### src/rtl/uart_pkg.sv
// Shared state encoding, defaults and index helper for the UART transmit arbiter.
package uart_pkg;

    localparam int unsigned WORD_LENGTH_DEF    = 8;
    localparam int unsigned TIMEOUT_CYCLES_DEF = 4096;

    typedef enum logic [2:0] {
        IDLE      = 3'd0,
        LOAD      = 3'd1,
        START     = 3'd2,
        WAIT_BUSY = 3'd3,
        WAIT_DONE = 3'd4
    } tx_state_t;

    // Wraps at the requester count, not at the power of two of the index width.
    function automatic int unsigned wrap_inc(input int unsigned idx, input int unsigned n);
        return (idx + 1 >= n) ? 0 : idx + 1;
    endfunction

endpackage

### src/rtl/rr_priority_picker.sv
// Combinational round-robin picker: first active request at or after the pointer,
// wrapping modulo NUM_REQ. Reusable by any shared-resource controller.
module rr_priority_picker #(
    parameter int unsigned NUM_REQ = 4,
    parameter int unsigned ID_W    = 3
) (
    input  logic [NUM_REQ-1:0] iReq,
    input  logic [ID_W-1:0]    iPtr,
    output logic [NUM_REQ-1:0] oGrant,
    output logic [ID_W-1:0]    oIndex,
    output logic               oValid
);

    always_comb begin
        // NOTE: every output gets a default first so no path leaves a latch behind.
        oGrant = '0;
        oIndex = '0;
        oValid = 1'b0;
        // First pass scans pointer..top, second pass wraps around to 0..pointer-1.
        for (int j = 0; j < NUM_REQ; j++) begin
            if (!oValid && iReq[j] && (ID_W'(j) >= iPtr)) begin
                oGrant[j] = 1'b1;
                oIndex    = ID_W'(j);
                oValid    = 1'b1;
            end
        end
        for (int j = 0; j < NUM_REQ; j++) begin
            if (!oValid && iReq[j]) begin
                oGrant[j] = 1'b1;
                oIndex    = ID_W'(j);
                oValid    = 1'b1;
            end
        end
    end

endmodule

### src/rtl/uart_tx_arbiter.sv
// Shares one UART transmitter among NUM_REQ byte producers: round-robin grant,
// byte capture, start strobe, done tracking and a watchdog for a stalled UART.
module uart_tx_arbiter
    import uart_pkg::*;
#(
    parameter int unsigned WORD_LENGTH    = WORD_LENGTH_DEF,
    parameter int unsigned NUM_REQ        = 4,
    parameter int unsigned TIMEOUT_CYCLES = TIMEOUT_CYCLES_DEF,
    parameter int unsigned ID_W           = 3
) (
    input  logic                           clk,
    input  logic                           reset,
    input  logic [NUM_REQ-1:0]             iReq,
    input  logic [NUM_REQ*WORD_LENGTH-1:0] iData,
    output logic [NUM_REQ-1:0]             oGrant,
    output logic [WORD_LENGTH-1:0]         oDataTX,
    output logic                           oTransmit,
    input  logic                           iTxDone,
    output logic                           oBusy,
    output logic [ID_W-1:0]                oOwner,
    output logic                           oTimeout,
    input  logic                           iClearTimeout
);

    localparam int unsigned WD_W = (TIMEOUT_CYCLES > 1) ? $clog2(TIMEOUT_CYCLES) : 1;
    localparam logic [WD_W-1:0] WD_LIMIT = WD_W'(TIMEOUT_CYCLES - 1);

    tx_state_t                r_state;
    logic [NUM_REQ-1:0]       r_grant;
    logic [WORD_LENGTH-1:0]   r_data;
    logic                     r_transmit;
    logic                     r_busy;
    logic [ID_W-1:0]          r_owner;
    logic                     r_timeout;
    logic [ID_W-1:0]          r_ptr;
    logic [WD_W-1:0]          r_wd;

    logic [NUM_REQ-1:0]       w_grant;
    logic [ID_W-1:0]          w_index;
    logic                     w_valid;
    logic [WORD_LENGTH-1:0]   w_data;
    logic [ID_W-1:0]          w_next_ptr;
    logic                     w_wd_expired;

    rr_priority_picker #(
        .NUM_REQ (NUM_REQ),
        .ID_W    (ID_W)
    ) u_picker (
        .iReq   (iReq),
        .iPtr   (r_ptr),
        .oGrant (w_grant),
        .oIndex (w_index),
        .oValid (w_valid)
    );

    always_comb begin
        w_data = '0;
        for (int j = 0; j < NUM_REQ; j++) begin
            if (w_grant[j]) w_data = iData[j*WORD_LENGTH +: WORD_LENGTH];
        end
    end

    assign w_next_ptr   = ID_W'(wrap_inc(32'(r_owner), NUM_REQ));
    assign w_wd_expired = (r_wd == WD_LIMIT);

    // NOTE: all state uses non-blocking assignments so every register samples pre-edge values.
    always_ff @(posedge clk or negedge reset) begin
        if (!reset) begin
            r_state    <= IDLE;
            r_grant    <= '0;
            r_data     <= '0;
            r_transmit <= 1'b0;
            r_busy     <= 1'b0;
            r_owner    <= '0;
            r_timeout  <= 1'b0;
            r_ptr      <= '0;
            r_wd       <= '0;
        end else begin
            r_grant    <= '0;
            r_transmit <= 1'b0;
            // A timeout firing in the same cycle overrides this clear below.
            if (iClearTimeout) r_timeout <= 1'b0;

            case (r_state)
                IDLE: begin
                    if (w_valid && iTxDone) begin
                        r_grant <= w_grant;
                        r_data  <= w_data;
                        r_owner <= w_index;
                        r_busy  <= 1'b1;
                        r_state <= LOAD;
                    end
                end
                LOAD: r_state <= START;
                START: begin
                    r_transmit <= 1'b1;
                    r_wd       <= '0;
                    r_state    <= WAIT_BUSY;
                end
                WAIT_BUSY: begin
                    if (!iTxDone) begin
                        r_wd    <= '0;
                        r_state <= WAIT_DONE;
                    end else if (w_wd_expired) begin
                        r_timeout <= 1'b1;
                        r_ptr     <= w_next_ptr;
                        r_busy    <= 1'b0;
                        r_state   <= IDLE;
                    end else if (r_wd != '1) begin
                        r_wd <= r_wd + 1'b1;
                    end
                end
                WAIT_DONE: begin
                    if (iTxDone) begin
                        r_ptr   <= w_next_ptr;
                        r_busy  <= 1'b0;
                        r_state <= IDLE;
                    end else if (w_wd_expired) begin
                        r_timeout <= 1'b1;
                        r_ptr     <= w_next_ptr;
                        r_busy    <= 1'b0;
                        r_state   <= IDLE;
                    end else if (r_wd != '1) begin
                        r_wd <= r_wd + 1'b1;
                    end
                end
                default: begin
                    r_busy  <= 1'b0;
                    r_state <= IDLE;
                end
            endcase
        end
    end

    assign oGrant    = r_grant;
    assign oDataTX   = r_data;
    assign oTransmit = r_transmit;
    assign oBusy     = r_busy;
    assign oOwner    = r_owner;
    assign oTimeout  = r_timeout;

endmodule
### config.mk
export PLATFORM = sky130hd
export DESIGN_NAME = uart_tx_arbiter
export DESIGN_NICKNAME = d
export VERILOG_FILES = /design/src/rtl/uart_pkg.sv /design/src/rtl/rr_priority_picker.sv /design/src/rtl/uart_tx_arbiter.sv
export SDC_FILE = /design/constraint.sdc
export NUM_CORES = 1
export LEC_CHECK = 0
export ABC_AREA = 1
export CORE_MARGIN = 2
export CORE_UTILIZATION = 40
export CTS_BUF_LIST = sky130_fd_sc_hd__clkbuf_4
export DETAILED_ROUTE_END_ITERATION = 8
export HOLD_SLACK_MARGIN = 0.06
export PLACE_DENSITY = 0.75
export SLEW_MARGIN = 30
export SYNTH_ARGS = -nofsm -noshare
export SYNTH_HDL_FRONTEND = slang
export SYNTH_HIERARCHICAL = 1
export SYNTH_SLANG_ARGS = --single-unit
### constraint.sdc
create_clock -name clk -period 2.6 [get_ports clk]
set_input_delay 0.65 -clock clk [delete_from_list [all_inputs] [get_ports clk]]
set_output_delay 0.65 -clock clk [all_outputs]
set_load 0.02 [all_outputs]
=== Word-level counts from Yosys, hierarchy flattened ===
Cells that the tools add are included.

* $add $sub $neg: 2
* Magnitude comparators: 5
* Equality and inequality tests: 9
* Mux-type cells: 54
* Bitwise operators: 1
* Reductions and logical operators: 27

{| class="wikitable"
|+ Operators by type and width
! kind !! number
|-
| 12-bit 2-to-1 mux || 4
|-
| 12-bit one-hot mux with 3 select lines || 1
|-
| 8-bit 2-to-1 mux || 4
|-
| 1-bit 2-to-1 mux || 25
|-
| 3-bit 2-to-1 mux || 8
|-
| 3-bit one-hot mux with 5 select lines || 1
|-
| 12-bit by 1-bit adder with 12-bit output (second input constant) || 1
|-
| 12-bit == test (second input constant) || 1
|-
| 1-bit logical AND || 12
|-
| 2-bit 2-to-1 mux || 6
|-
| 12-bit != test (second input constant) || 1
|-
| 4-bit 2-to-1 mux || 2
|-
| 1-bit zero test || 7
|-
| 3-bit by 2-bit == test with 1-bit output (second input constant) || 2
|-
| 1-bit by 3-bit >= comparator with 1-bit output (first input constant) || 2
|-
| 2-bit by 3-bit >= comparator with 1-bit output (first input constant) || 2
|-
| 2-bit != test (second input constant) || 3
|-
| 3-bit one-hot mux with 2 select lines || 1
|-
| 2-bit AND reduction || 3
|-
| 3-bit by 1-bit adder with 4-bit output (second input constant) || 1
|-
| 4-bit by 3-bit >= comparator with 1-bit output (second input constant) || 1
|-
| 1-bit one-hot mux with 4 select lines || 1
|-
| 3-bit by 1-bit == test with 1-bit output (second input constant) || 1
|-
| 3-bit == test (second input constant) || 1
|-
| 7 further kinds || 7
|}

* Register bits: 36
* Input bits: 40
* Output and inout bits: 18
* Word-level logic and storage cells: 107

=== Logic depth before layout (Yosys ltp) ===
Gate-level depths: netlist of run 1.

* Depth in word-level cells: 30
* Depth in mapped cells: 13
* Depth with buffers taken out: 13

=== By module ===
Netlist of run 1, hierarchy kept.

{| class="wikitable"
|+ By module, submodules not included
! module !! times used !! cells each !! area an instance (um2)
|-
| uart_tx_arbiter || 1 || 297 || 2114.5
|-
| rr_priority_picker || 1 || 41 || 211.5
|}

=== Least setup slack after synthesis of run 1 ===
Ideal clock, no wire load.

* Path type: input to register
* Start point: input iReq[0]
* End point: register r_data[6], in the netlist oDataTX[6]
* Arrival time: 1.848 ns
* Required time: 2.470 ns
* Setup slack: 0.622 ns
* Cell stages on the path: 13
* Cells stage by stage: inv_2 -> nor2_4 -> nand2_2 -> nand3_2 -> nor2_2 -> nand3_1 -> o21ai_0 -> buf_2 -> clkinv_1 -> nand3_1 -> nand3_1 -> o211ai_1 -> nand3_1

{| class="wikitable"
|+ RTL lines
! element !! RTL line !! RTL
|-
| start, declared || uart_tx_arbiter.sv:13 || <nowiki>input logic [NUM_REQ-1:0] iReq,</nowiki>
|-
| 1-bit logical AND || rr_priority_picker.sv:21 || <nowiki>if (!oValid && iReq[j] && (ID_W'(j) >= iPtr)) begin</nowiki>
|-
| 1-bit 2-to-1 mux || rr_priority_picker.sv:21 ||
|-
| 1-bit zero test || rr_priority_picker.sv:21 ||
|-
| 1-bit logical AND (2 in a row) || rr_priority_picker.sv:21 ||
|-
| 1-bit 2-to-1 mux || rr_priority_picker.sv:21 ||
|-
| 1-bit zero test || rr_priority_picker.sv:21 ||
|-
| 1-bit logical AND (2 in a row) || rr_priority_picker.sv:21 ||
|-
| 1-bit 2-to-1 mux || rr_priority_picker.sv:21 ||
|-
| [... 4 more ...] || - ||
|-
| 1-bit zero test || rr_priority_picker.sv:28 || <nowiki>if (!oValid && iReq[j]) begin</nowiki>
|-
| 1-bit logical AND || rr_priority_picker.sv:28 ||
|-
| 1-bit 2-to-1 mux || rr_priority_picker.sv:28 ||
|-
| 1-bit zero test || rr_priority_picker.sv:28 ||
|-
| 1-bit logical AND || rr_priority_picker.sv:28 ||
|-
| 1-bit 2-to-1 mux (*) || rr_priority_picker.sv:28 ||
|-
| net w_grant[1] || uart_tx_arbiter.sv:38 || <nowiki>logic [NUM_REQ-1:0] w_grant;</nowiki>
|-
| 8-bit 2-to-1 mux (*) (3 in a row) || uart_tx_arbiter.sv:59 || <nowiki>if (w_grant[j]) w_data = iData[j*WORD_LENGTH +: WORD_LENGTH];</nowiki>
|-
| end signal, assigned || uart_tx_arbiter.sv:88 || <nowiki>r_data <= w_data;</nowiki>
|-
| end, declared || uart_tx_arbiter.sv:30 || <nowiki>logic [WORD_LENGTH-1:0] r_data;</nowiki>
|}

Mark *: on every way through the listed nets, which the timed path passes. The rest lies on a longest branch.
A chain may end at the register's enable or synchronous reset.

=== Worst setup path after layout of run 1 ===
* Start point: input iReq[0]
* End point: register r_data[7], in the netlist oDataTX[7]

* Cells in the longest elaborated chain, start to end: 28

{| class="wikitable"
|+ Ends and longest elaborated chain
! element !! RTL line !! RTL
|-
| 1-bit logical AND || rr_priority_picker.sv:21 ||
|-
| 1-bit 2-to-1 mux || rr_priority_picker.sv:21 ||
|-
| 1-bit zero test || rr_priority_picker.sv:21 ||
|-
| 1-bit logical AND (2 in a row) || rr_priority_picker.sv:21 ||
|-
| 1-bit 2-to-1 mux || rr_priority_picker.sv:21 ||
|-
| 1-bit zero test || rr_priority_picker.sv:21 ||
|-
| 1-bit logical AND (2 in a row) || rr_priority_picker.sv:21 ||
|-
| 1-bit 2-to-1 mux || rr_priority_picker.sv:21 ||
|-
| [... 11 more ...] || - ||
|-
| 1-bit logical AND || rr_priority_picker.sv:28 ||
|-
| 1-bit 2-to-1 mux (*) || rr_priority_picker.sv:28 ||
|-
| 1-bit zero test || rr_priority_picker.sv:28 ||
|-
| 1-bit logical AND || rr_priority_picker.sv:28 ||
|-
| 1-bit 2-to-1 mux (*) || rr_priority_picker.sv:28 ||
|-
| net w_valid || uart_tx_arbiter.sv:40 || <nowiki>logic w_valid;</nowiki>
|-
| 1-bit logical AND (*) || uart_tx_arbiter.sv:86 || <nowiki>if (w_valid && iTxDone) begin</nowiki>
|-
| 2-bit AND reduction (no source line) (*) || - ||
|}

Marked as above.

==> impl_metrics.tcl, run 1 <==
set metrics [dict create \
    ant_nets 0 \
    whs_ns 0.387 \
    synth_top_family_by_area "simple AND/OR/NAND/NOR gates" \
    synth_top_area_cell "dfrtp_1" \
    synth_compound_area_frac 0.0995 \
    ys_types 31 \
    slew_headroom 0.454 \
    yosys-top-cells-area "dfrtp_1 39%, nand2_1 18%, inv_1 7.4%" \
    h-tree-depth 2 \
    avgRoutedWirePerCell_um 11.6 \
    synthArstFlopShare 1.00 \
    clock_latency_ns 0.34 \
    start_kind "input port" \
    drt_iter0_markers 131 \
    finalSetupViolCount 0 \
    synthesis.area_um2 2330 \
    yosys_warnings 6 \
    fmax_ghz 0.418 \
    clk_pin_slew_ns 0.12 \
    synth-simple-area-share 0.391 \
    finalPower_w 0.00245 \
    clock_skew_ns 0.00768 \
    gr-total-overflow 0 \
    cts-root-buf "clkbuf_4" \
    postCtsSetupBuffers 0 \
    portBuffers 57 \
    placed_area_um2 2970 \
    fin_area_um2 3030 \
    syn_area_per_cell_um2 6.88 \
    utilization 0.543 \
    routed_wirelength_um 5480 \
    status "finished, final reports clean" \
    viasPerCell 4.91 \
    cp.arrival_ns 2.61 \
    tightest_slew_ns 0.820 \
    ys_seq_area_frac 0.387 \
    vias 2321 \
    grt_pass1_vias 2231 \
    rsz0062_at_grt "no" \
    cts_tree "built" \
    ctsResizeCount 0 \
    fp.dieH_um 80.3 \
    synth_edf_count 0 \
    synth_flop_cell "dfrtp_1" \
    clk_path_buf_depth 2 \
    cp-end-kind "register" \
    ys_ff_latch 36 \
    fin_crit_ns 2.39 \
    layout-drive-gt1-share 0.110 \
    max_cap_viol_count 0 \
    die_w_um 80.3 \
    hold_buffers 0 \
    die_area_um2 6440 \
    grt_pass1_wl_um 9540 \
    hp-class "input port to async pin" \
    io_pins 58 \
    synth_fp_nets 380 \
    irDropWorstVdd_mv 0.431 \
    first_pass_iters 4 \
    grt_max_degree 37 \
    core_um2 5570 \
    fin_tns_setup_ns 0 \
    worst-path-max-fanout 9 \
    globalplace.congestion 0.939 \
    grt_use_total 0.187 \
    yosysMostFrequentCell "nand2_1" \
    synthAdderAreaFrac 0.0108 \
    ys_top_cells_by_count "109 x nand2_1, 46 x inv_1, 36 x dfrtp_1" \
    rows 27 \
    netlist_instances 338 \
    drv_slew 0 \
    syn_to_final_growth_pct 30.1 \
    dp_hpwl_um 4310 \
    synth_mux_area_frac 0 \
    initial_core_util 0.417 \
    fillCellCount 537 \
    cp_data_required_time_ns 2.82 \
    power_density_nw_per_um2 809 \
    synth_top_area_frac 0.387 \
    hold_viol_final 0 \
    final_nets 442 \
    grt_antenna_before_repair 0 \
    synthXorXnorAreaFrac 0 \
    power.leakage_nw 1.49 \
    crit_type "input port to register" \
    clock_sinks 36 \
    drc 0 \
    finalCritPeriodShare 0.921 \
    diodes 0 \
    cts_buffers 5 \
]
## registers in the layout, summed over array words and instances, names as in the netlist
signal / flops
r_wd: 12
oDataTX: 8
oGrant: 4
oOwner: 3
r_ptr: 3
r_state: 3
oBusy: 1
oTimeout: 1
oTransmit: 1
## metal layers
| metal | part of all wire | vias up | track usage |
|---|---|---|---|
| met4 | 0.012 | 0 | 0.0492 |
| met3 | 0.082 | 7 | 0.0663 |
| met5 | 0 | - | 0 |
| li1 | - | 1189 | - |
| met2 | 0.49 | 75 | 0.329 |
| met1 | 0.42 | 1050 | 0.214 |
## layout by cell type, fill, tap and decap left out, types with 3 or more instances in the layout
cell             synthesis  layout
nand2_1                109     109
clkdlybuf4s50_1          0      56
inv_1                   46      46
dfrtp_1                 36      36
nand3_1                 34      34
nor2_1                  24      24
o21ai_0                 17      17
o211ai_1                 9       9
inv_2                    7       7
nor2_2                   6       6
nand2_2                  6       6
a21oi_1                  6       6
nand3_2                  6       6
nand4_1                  5       5
clkbuf_4                 0       5
buf_4                    1       5
nor2_4                   4       4
clkinv_1                 2       3
## stage by stage
stage                     setup slack [ns]  cells
final                                0.207    473
after detailed placement            -0.188    465
after floorplan                      0.622    338
after global placement             -0.0896    465
after CTS                            0.202    473
after global routing                0.0469    473
## power breakdown
group | switching, W | internal [W] | total, W
Sequential | 0.000126 | 0.000709 | 0.000835
Combinational | 0.000777 | 0.000537 | 0.00131
Clock | 0.000196 | 0.000102 | 0.000298
Total | 0.00110 | 0.00135 | 0.00245
## critical path, cell delays in order
cell             delay [ns]
clkdlybuf4s50_1        0.47
inv_2                  0.13
nor2_4                 0.04
nand2_2                0.09
nand4_1                0.17
nor3_2                 0.19
nand3_1                0.12
nand2_1                0.14
nor2_4                 0.08
nand2_1                0.06
clkinv_1               0.24
nand2_1                0.14
o211ai_1               0.09
## cell families after synthesis
kind of cell,count (synthesis)
adders and majority gates,2
and+or+nand+nor,198
DFF,36
other,1
AOI/OAI and AO/OA,39
buffers and inverters,62
## worst paths after layout
kind | from | end | slack, ns | depth (start not counted)
hold / removal | reset | r_wd[5] | 0.39 | 1
max in group asynchronous | reset | r_state[0] | 1.70 | 1
min in group clk | oDataTX[6] | oDataTX[6] | 0.52 | 2
setup / recovery | iReq[0] | oDataTX[7] | 0.21 | 13
setup reg to reg | r_ptr[2] | oDataTX[7] | 0.60 | 11
hold reg to reg | oDataTX[6] | oDataTX[6] | 0.52 | 2
## layout make-up
| cell class | count | area [µm²] | area share |
|---|---|---|---|
| Tap cell | 72 | 90.1 | 0.0298 |
| Multi-Input combinational cell | 240 | 1170 | 0.386 |
| Sequential cell | 36 | 901 | 0.298 |
| Timing Repair Buffer | 62 | 603 | 0.199 |
| Clock inverter | 3 | 18.8 | 0.00620 |
| Inverter | 55 | 206 | 0.0682 |
| Clock buffer | 5 | 37.5 | 0.0124 |
Power figures use the tool's default switching activity.
==> run 2: changes to the inputs <==
--- a/config.mk
+++ b/config.mk
@@ -12,6 +12,7 @@
 export DETAILED_ROUTE_END_ITERATION = 8
 export HOLD_SLACK_MARGIN = 0.06
 export PLACE_DENSITY = 0.75
+export RECOVER_POWER = 50
 export SLEW_MARGIN = 30
 export SYNTH_ARGS = -nofsm -noshare
 export SYNTH_HDL_FRONTEND = slang
==> impl_metrics.tcl, run 2 (synthesis results as in run 1) <==
set metrics [dict create \
    core_um2 5570 \
    drt_iter0_markers 130 \
    avgRoutedWirePerCell_um 11.6 \
    grt_use_total 0.187 \
    io_pins 58 \
    drc 0 \
    dp_hpwl_um 4310 \
    worst-path-max-fanout 9 \
    gr-total-overflow 0 \
    layout_common_cells "110 x nand2_1, 55 x clkdlybuf4s50_1, 48 x inv_1" \
    die_w_um 80.3 \
    violations "max-capacitance violations, max-slew violations" \
    fin_tns_setup_ns 0 \
    max_cap_viol_count 1 \
    finalSetupViolCount 0 \
    finalNonFillerCells 473 \
    globalplace.congestion 0.939 \
    start_kind "input port" \
    clock_sinks 36 \
    ctsResizeCount 0 \
    fin_crit_ns 2.39 \
    crit_type "input port to register" \
    grt_pass1_wl_um 9540 \
    clock_latency_ns 0.34 \
    routed_wirelength_um 5480 \
    slew_headroom -0.305 \
    multi_input_area_um2 1160 \
    register_area_um2 901 \
    syn_to_final_growth_pct 29.4 \
    cts-root-buf "clkbuf_4" \
    first_pass_iters 4 \
    ant_nets 0 \
    irDropWorstVdd_mv 0.431 \
    cp_data_required_time_ns 2.82 \
    fmax_ghz 0.418 \
    cts_buffers 5 \
    postCtsSetupBuffers 0 \
    layout-drive-gt1-share 0.0948 \
    cp-end-kind "register" \
    clock_skew_ns 0.00826 \
    layout_commonest_cell "nand2_1" \
    rsz0062_at_grt "no" \
    tightest_slew_ns 1.96 \
    hp-class "register to register" \
    power.leakage_nw 1.48 \
    hold_buffers 0 \
    hold_viol_final 0 \
    rows 27 \
    h-tree-depth 2 \
    portBuffers 57 \
    status "finished with violations" \
    power_density_nw_per_um2 808 \
    dp.cells 465 \
    drv_slew 37 \
    viasPerCell 4.88 \
    regMostFlops "r_wd" \
    grt_pass1_vias 2231 \
    diodes 0 \
    finalCritPeriodShare 0.920 \
    fp.dieH_um 80.3 \
    die_area_um2 6440 \
    final_nets 442 \
    largest_reg_flops 12 \
    grt_antenna_before_repair 0 \
    fillCellCount 541 \
    cp.arrival_ns 2.61 \
    clk_pin_slew_ns 0.11 \
    vias 2309 \
    initial_core_util 0.417 \
    cts_tree "built" \
    clk_path_buf_depth 2 \
    grt_max_degree 37 \
]
-- run 2: report_power, final --
group          internal, W  switching (W)
clock network     0.000102       0.000198
logic             0.000525       0.000774
registers         0.000709       0.000125
total              0.00134        0.00110
-- run 2: cell type report --
cell class | instances | share of cell area
Multi-Input combinational cell | 240 | 0.385
Sequential cell | 36 | 0.299
Clock inverter | 3 | 0.00623
Clock buffer | 5 | 0.0125
Tap cell | 72 | 0.0299
Inverter | 55 | 0.0686
Timing Repair Buffer | 62 | 0.199
-- run 2: final timing paths --
check                      slack [ns]  startpoint          to  cells after the start
max                              0.21     iReq[0]  oDataTX[7]                     13
min                              0.52  oDataTX[6]  oDataTX[6]                      2
max reg2reg                      0.60     r_wd[0]    r_ptr[1]                     10
min reg2reg                      0.52  oDataTX[6]  oDataTX[6]                      2
max in group asynchronous        0.64       reset  r_state[0]                      1
min in group asynchronous        0.84       reset    r_wd[10]                      1
-- run 2: routing by layer --
metal,vias up,GRT usage,share of wire
li1,1185,-,-
met1,1044,0.214,0.42
met2,73,0.329,0.49
met3,7,0.0663,0.082
met4,0,0.0492,0.012
met5,-,0,0
-- run 2: through the flow --
step | instance area, µm² | hold slack (ns) | util | total power [W] | worst slack [ns]
detailed placement | 2970 | 0.486 | 0.533 | 0.00216 | -0.188
finish | 3010 | 0.517 | 0.540 | 0.00243 | 0.207
CTS | 3030 | 0.411 | 0.543 | 0.00247 | 0.202
global placement | 2970 | 0.482 | 0.533 | 0.00213 | -0.0896
global route | 3010 | 0.550 | 0.540 | 0.00266 | 0.0469
floorplan | 2330 | 0.354 | - | 0.00170 | 0.622
-- run 2: worst max-delay path, cell delays in order --
cell and delay (ns):
clkdlybuf4s50_1 0.47, inv_2 0.13, nor2_4 0.04, nand2_2 0.09
nand4_1 0.17, nor3_2 0.19, nand3_1 0.12, nand2_1 0.14
nor2_4 0.08, nand2_1 0.06, clkinv_1 0.24, nand2_1 0.14
o211ai_1 0.09
==> run 3: changes to the inputs <==
--- a/config.mk
+++ b/config.mk
@@ -6,6 +6,7 @@
 export NUM_CORES = 1
 export LEC_CHECK = 0
 export ABC_AREA = 1
+export CORE_ASPECT_RATIO = 0.7
 export CORE_MARGIN = 2
 export CORE_UTILIZATION = 40
 export CTS_BUF_LIST = sky130_fd_sc_hd__clkbuf_4
==> impl_metrics.tcl, run 3 (synthesis results as in run 1) <==
set metrics [dict create \
    worstHoldStart "oDataTX[6]" \
    regMostFlops "r_wd" \
    core_um2 5670 \
    viasPerCell 4.75 \
    fp.dieH_um 67.8 \
    power.leakage_nw 1.51 \
    rows 23 \
    rsz0062_at_grt "no" \
    cp_data_required_time_ns 2.83 \
    violations "max-capacitance violations, max-slew violations" \
    clk_path_buf_depth 2 \
    utilization 0.537 \
    drv_slew 37 \
    cts_tree "built" \
    globalplace.congestion 0.879 \
    gr-total-overflow 0 \
    worst-path-max-fanout 9 \
    hp-class "register to register" \
    cp.arrival_ns 2.60 \
    hold_depth 2 \
    first_pass_iters 4 \
    clkPwrFrac 0.123 \
    hold_viol_final 0 \
    largest_reg_flops 12 \
    layout-drive-gt1-share 0.104 \
    final_nets 446 \
    clock_sinks 36 \
    fin_crit_ns 2.37 \
    routed_wirelength_um 5750 \
    portBuffers 57 \
    grt_antenna_before_repair 0 \
    die_w_um 95.1 \
    r2r_slack_ns 0.55 \
    finalSetupViolCount 0 \
    layout_common_cells "111 x nand2_1, 55 x clkdlybuf4s50_1, 48 x inv_1" \
    finalNonFillerCells 480 \
    p_switching_w 0.00112 \
    intPower_w 0.00137 \
    die_area_um2 6450 \
    postCtsSetupBuffers 0 \
    vias 2282 \
    cts_buffers 5 \
    swShare 0.450 \
    syn_to_final_growth_pct 30.8 \
    drt_iter0_markers 132 \
    diodes 0 \
    finalCritPeriodShare 0.911 \
    clk_pin_slew_ns 0.12 \
    tightest_slew_ns 1.93 \
    cp-end-kind "register" \
    io_pins 58 \
    clock_latency_ns 0.34 \
    grt_use_total 0.191 \
    r2r-end "r_ptr[0]" \
    reg2reg_depth 10 \
    avgRoutedWirePerCell_um 12.0 \
    whs_endpoint "oDataTX[6]" \
    crit_start "iReq[3]" \
    dp_hpwl_um 4520 \
    grt_pass1_wl_um 9600 \
    power_density_nw_per_um2 817 \
    dp.cells 472 \
    cts-root-buf "clkbuf_4" \
    preCtsSetupSlack_ns -0.172 \
    status "finished with violations" \
    clock_skew_ns 0.0122 \
    fmax_ghz 0.422 \
    ant_nets 0 \
    initial_core_util 0.410 \
    seq_power_share 0.333 \
    ctsResizeCount 0 \
    hold_buffers 0 \
    grt_pass1_vias 2048 \
    max_cap_viol_count 1 \
    grt_max_degree 37 \
    h-tree-depth 2 \
    rr_startpoint "r_wd[0]" \
    slew_headroom -0.284 \
    finalPower_w 0.00249 \
    whs_ns 0.517 \
    irDropWorstVdd_mv 0.260 \
    setup_slack_ns 0.233 \
    drc 0 \
    comb_power_share 0.543 \
    crit_type "input port to register" \
    start_kind "input port" \
    layout_commonest_cell "nand2_1" \
]
## run 3: worst max-delay path by stage
stage / end / slack (ns)
3_3_place_gp: oDataTX[0] / -0.09
4_1_cts: oDataTX[0] / 0.21
5_1_grt: oDataTX[0] / 0.03
6_report: oDataTX[0] / 0.23
3_5_place_dp: oDataTX[0] / -0.17
2_1_floorplan: oDataTX[6] / 0.62
## run 3: final cells by class
class	instances	area [µm²]
Clock buffer	5	37.5
Clock inverter	3	18.8
Fill cell	537	2630
Inverter	55	206
Multi-Input combinational cell	240	1150
Sequential cell	36	901
Tap cell	75	93.8
Timing Repair Buffer	66	632
## run 3: per-layer routing
metal  track usage  wire, µm  vias to the layer above
li1              -         -                     1202
met3        0.0335       254                        5
met1         0.294      2920                     1033
met5             0         0                        -
met4        0.0453        28                        0
met2         0.274      2540                       42
## run 3: worst max-delay path, cell delays in order
cell,delay (ns)
clkdlybuf4s50_1,0.45
inv_1,0.09
nor2_1,0.06
inv_1,0.09
nand4_1,0.17
nor3_2,0.19
nand3_1,0.12
nand2_1,0.16
nor2_4,0.06
nand2_1,0.06
clkinv_1,0.26
nand2_1,0.15
o211ai_1,0.09
## run 3: power by group through the flow
| stage | Clock (W) | Sequential [W] | Combinational (W) |
|---|---|---|---|
| final | 0.000307 | 0.000828 | 0.00135 |
| after CTS | 0.000320 | 0.000827 | 0.00136 |
| after floorplan | 0 | 0.000933 | 0.000766 |
| after detailed placement | 0 | 0.000835 | 0.00136 |
| after global routing | 0.000344 | 0.000853 | 0.00151 |
| after global placement | 0 | 0.000836 | 0.00133 |
## run 3: per-stage QoR
step | TNS (ns) | instance area (µm²)
5_1_grt | 0 | 3040
2_1_floorplan | 0 | 2330
4_1_cts | 0 | 3060
3_5_place_dp | -1.23 | 3000
6_report | 0 | 3040
3_3_place_gp | -0.603 | 3000
==> patch, RTL diff (settings of run 3) <==
Register the output `oTimeout` once more, with the module's reset; this adds one clock of latency there. The other outputs are not delayed to match.
--- a/src/rtl/uart_tx_arbiter.sv
+++ b/src/rtl/uart_tx_arbiter.sv
@@ -139,3 +139,9 @@
     assign oOwner    = r_owner;
-    assign oTimeout  = r_timeout;
+    always_ff @(posedge clk or negedge reset) begin
+        if (!reset) begin
+            oTimeout <= '0;
+        end else begin
+            oTimeout <= r_timeout;
+        end
+    end
 
Function: same outputs for any inputs over 10 cycles, from zero or initial values and one cycle with reset low; that may be too few to reach the edited logic, so the function may still have changed.
==> patch against run 3 <==
The run still ends with capacitance limit, slew limit left; largest power group unchanged; fmax decreased by 1.3%; worst setup slack got worse by 32 ps; final area increased by 5.1%; largest cell class unchanged; total power increased by 2.1%; synthesized area increased by 3.0%; clock skew decreased by 1.7 ps; sequential cell count increased by 1; routed wire length increased by 8.8%.
==> patch: results (changes against run 3) <==
status=complete, but fails checks (unchanged); violated checks=capacitance limit, slew limit (unchanged); post-synth cell types=32 (was 31); cell count after synthesis=354 (was 338); net count of the mapped netlist=396 (was 380); Non-CTS buffers=75 (was 66); Cell Count Post-Placement=497 (was 472); Arr. time, crit path=2670 ps (was 2600 ps); number of nets in the final layout=471 (was 446); maximum fanout count along the critical path=8 (was 9); Core Util, Final=55.59% (was 53.67%); sequential fraction of total cell area=28.94% (was 29.61%); max-slew violation count=38 (was 37); fraction of standard cell area in multi-input logic=37.58% (was 37.91%); Peak VDD IR=0.3819 mV (was 0.2600 mV); number of search-and-repair iterations in the first detailed-routing pass=5 (was 4); pin count of the biggest net entering global routing=38 (was 37); inverter count of the layout excluding clock inverters=53 (was 55); share of layout cells above drive strength 1=10.93% (was 10.37%); number of DRC markers after the initial detailed-route iteration=191 (was 132); final routed wirelength across all metal layers=6251 µm (was 5748 µm); vias in the first global route=2218 (was 2048); portion of the post-synthesis area used by sequential elements=38.64% (was 38.73%); max incr delay on CP=500 ps (was 450 ps); Sinks on Clock Net=37 (was 36); final design area excluding fillers=3199 µm² (was 3043 µm²); Total GRT Usage=20.46% (was 19.08%); Clock Buffer Count=6 (was 5); Final Skew=10.50 ps (was 12.24 ps); ranking of synthesized cells by instance count=nand2_1 (119), inv_1 (49), dfrtp_1 (37) (was nand2_1 (109), inv_1 (46), dfrtp_1 (36)); max capacitance violation total=1 (unchanged); global-route wire length before repair=10370 µm (was 9604 µm); DP Worst Slack=-114.1 ps (was -171.6 ps); non-filler cells, final=505 (was 480)
-- patch: worst paths after layout --
check / slack [ps] / cells past startpoint / to / startpoint
min reg2reg: 390 / 0 / oTimeout$_DFF_PN0_ / r_timeout$_DFF_PN0_
max: 200 / 14 / oDataTX[6]$_DFFE_PN0P_ / iReq[0]
max in group asynchronous: 630 / 1 / oGrant[0]$_DFF_PN0_ / reset
min in group asynchronous: 840 / 1 / r_wd[9]$_DFFE_PN0P_ / reset
min: 390 / 0 / oTimeout$_DFF_PN0_ / r_timeout$_DFF_PN0_
max reg2reg: 450 / 12 / oDataTX[6]$_DFFE_PN0P_ / r_ptr[1]$_DFFE_PN0P_
-- patch: power breakdown --
| part | switching, W | leakage (nW) | total, W | internal [W] |
|---|---|---|---|---|
| Combinational | 0.000746 | 1.12 | 0.00129 | 0.000541 |
| Sequential | 0.000124 | 0.479 | 0.000852 | 0.000728 |
| Clock | 0.000188 | 0.0433 | 0.000399 | 0.000211 |
| Total | 0.00106 | 1.65 | 0.00254 | 0.00148 |
-- patch: per-layer routing --
metal	global-route usage (%)	wire, µm
met3	4.130	450
met2	30.47	2695
met4	3.873	35
met5	0	0
met1	30.87	3070
-- patch: worst reg2reg max path, cell delays in order (launching register included) --
cell and delay [ps]:
dfrtp_1 420, nor2_1 260, nand2_2 110, buf_4 140, nand4_1 120, nor3_2 60, nand3_1 60, nand2_1 80
inv_1 100, nand2_2 100, nor2_2 260, o21ai_0 250, nand3_1 120
-- patch: logic make-up after synthesis --
logic type / synth area share [%]
flops: 38.64
other cells: 0.1565
mux: 0.4699
simple gates: 41.36
compound gates: 8.355
buf+inv: 9.974
fa+ha+maj: 1.044
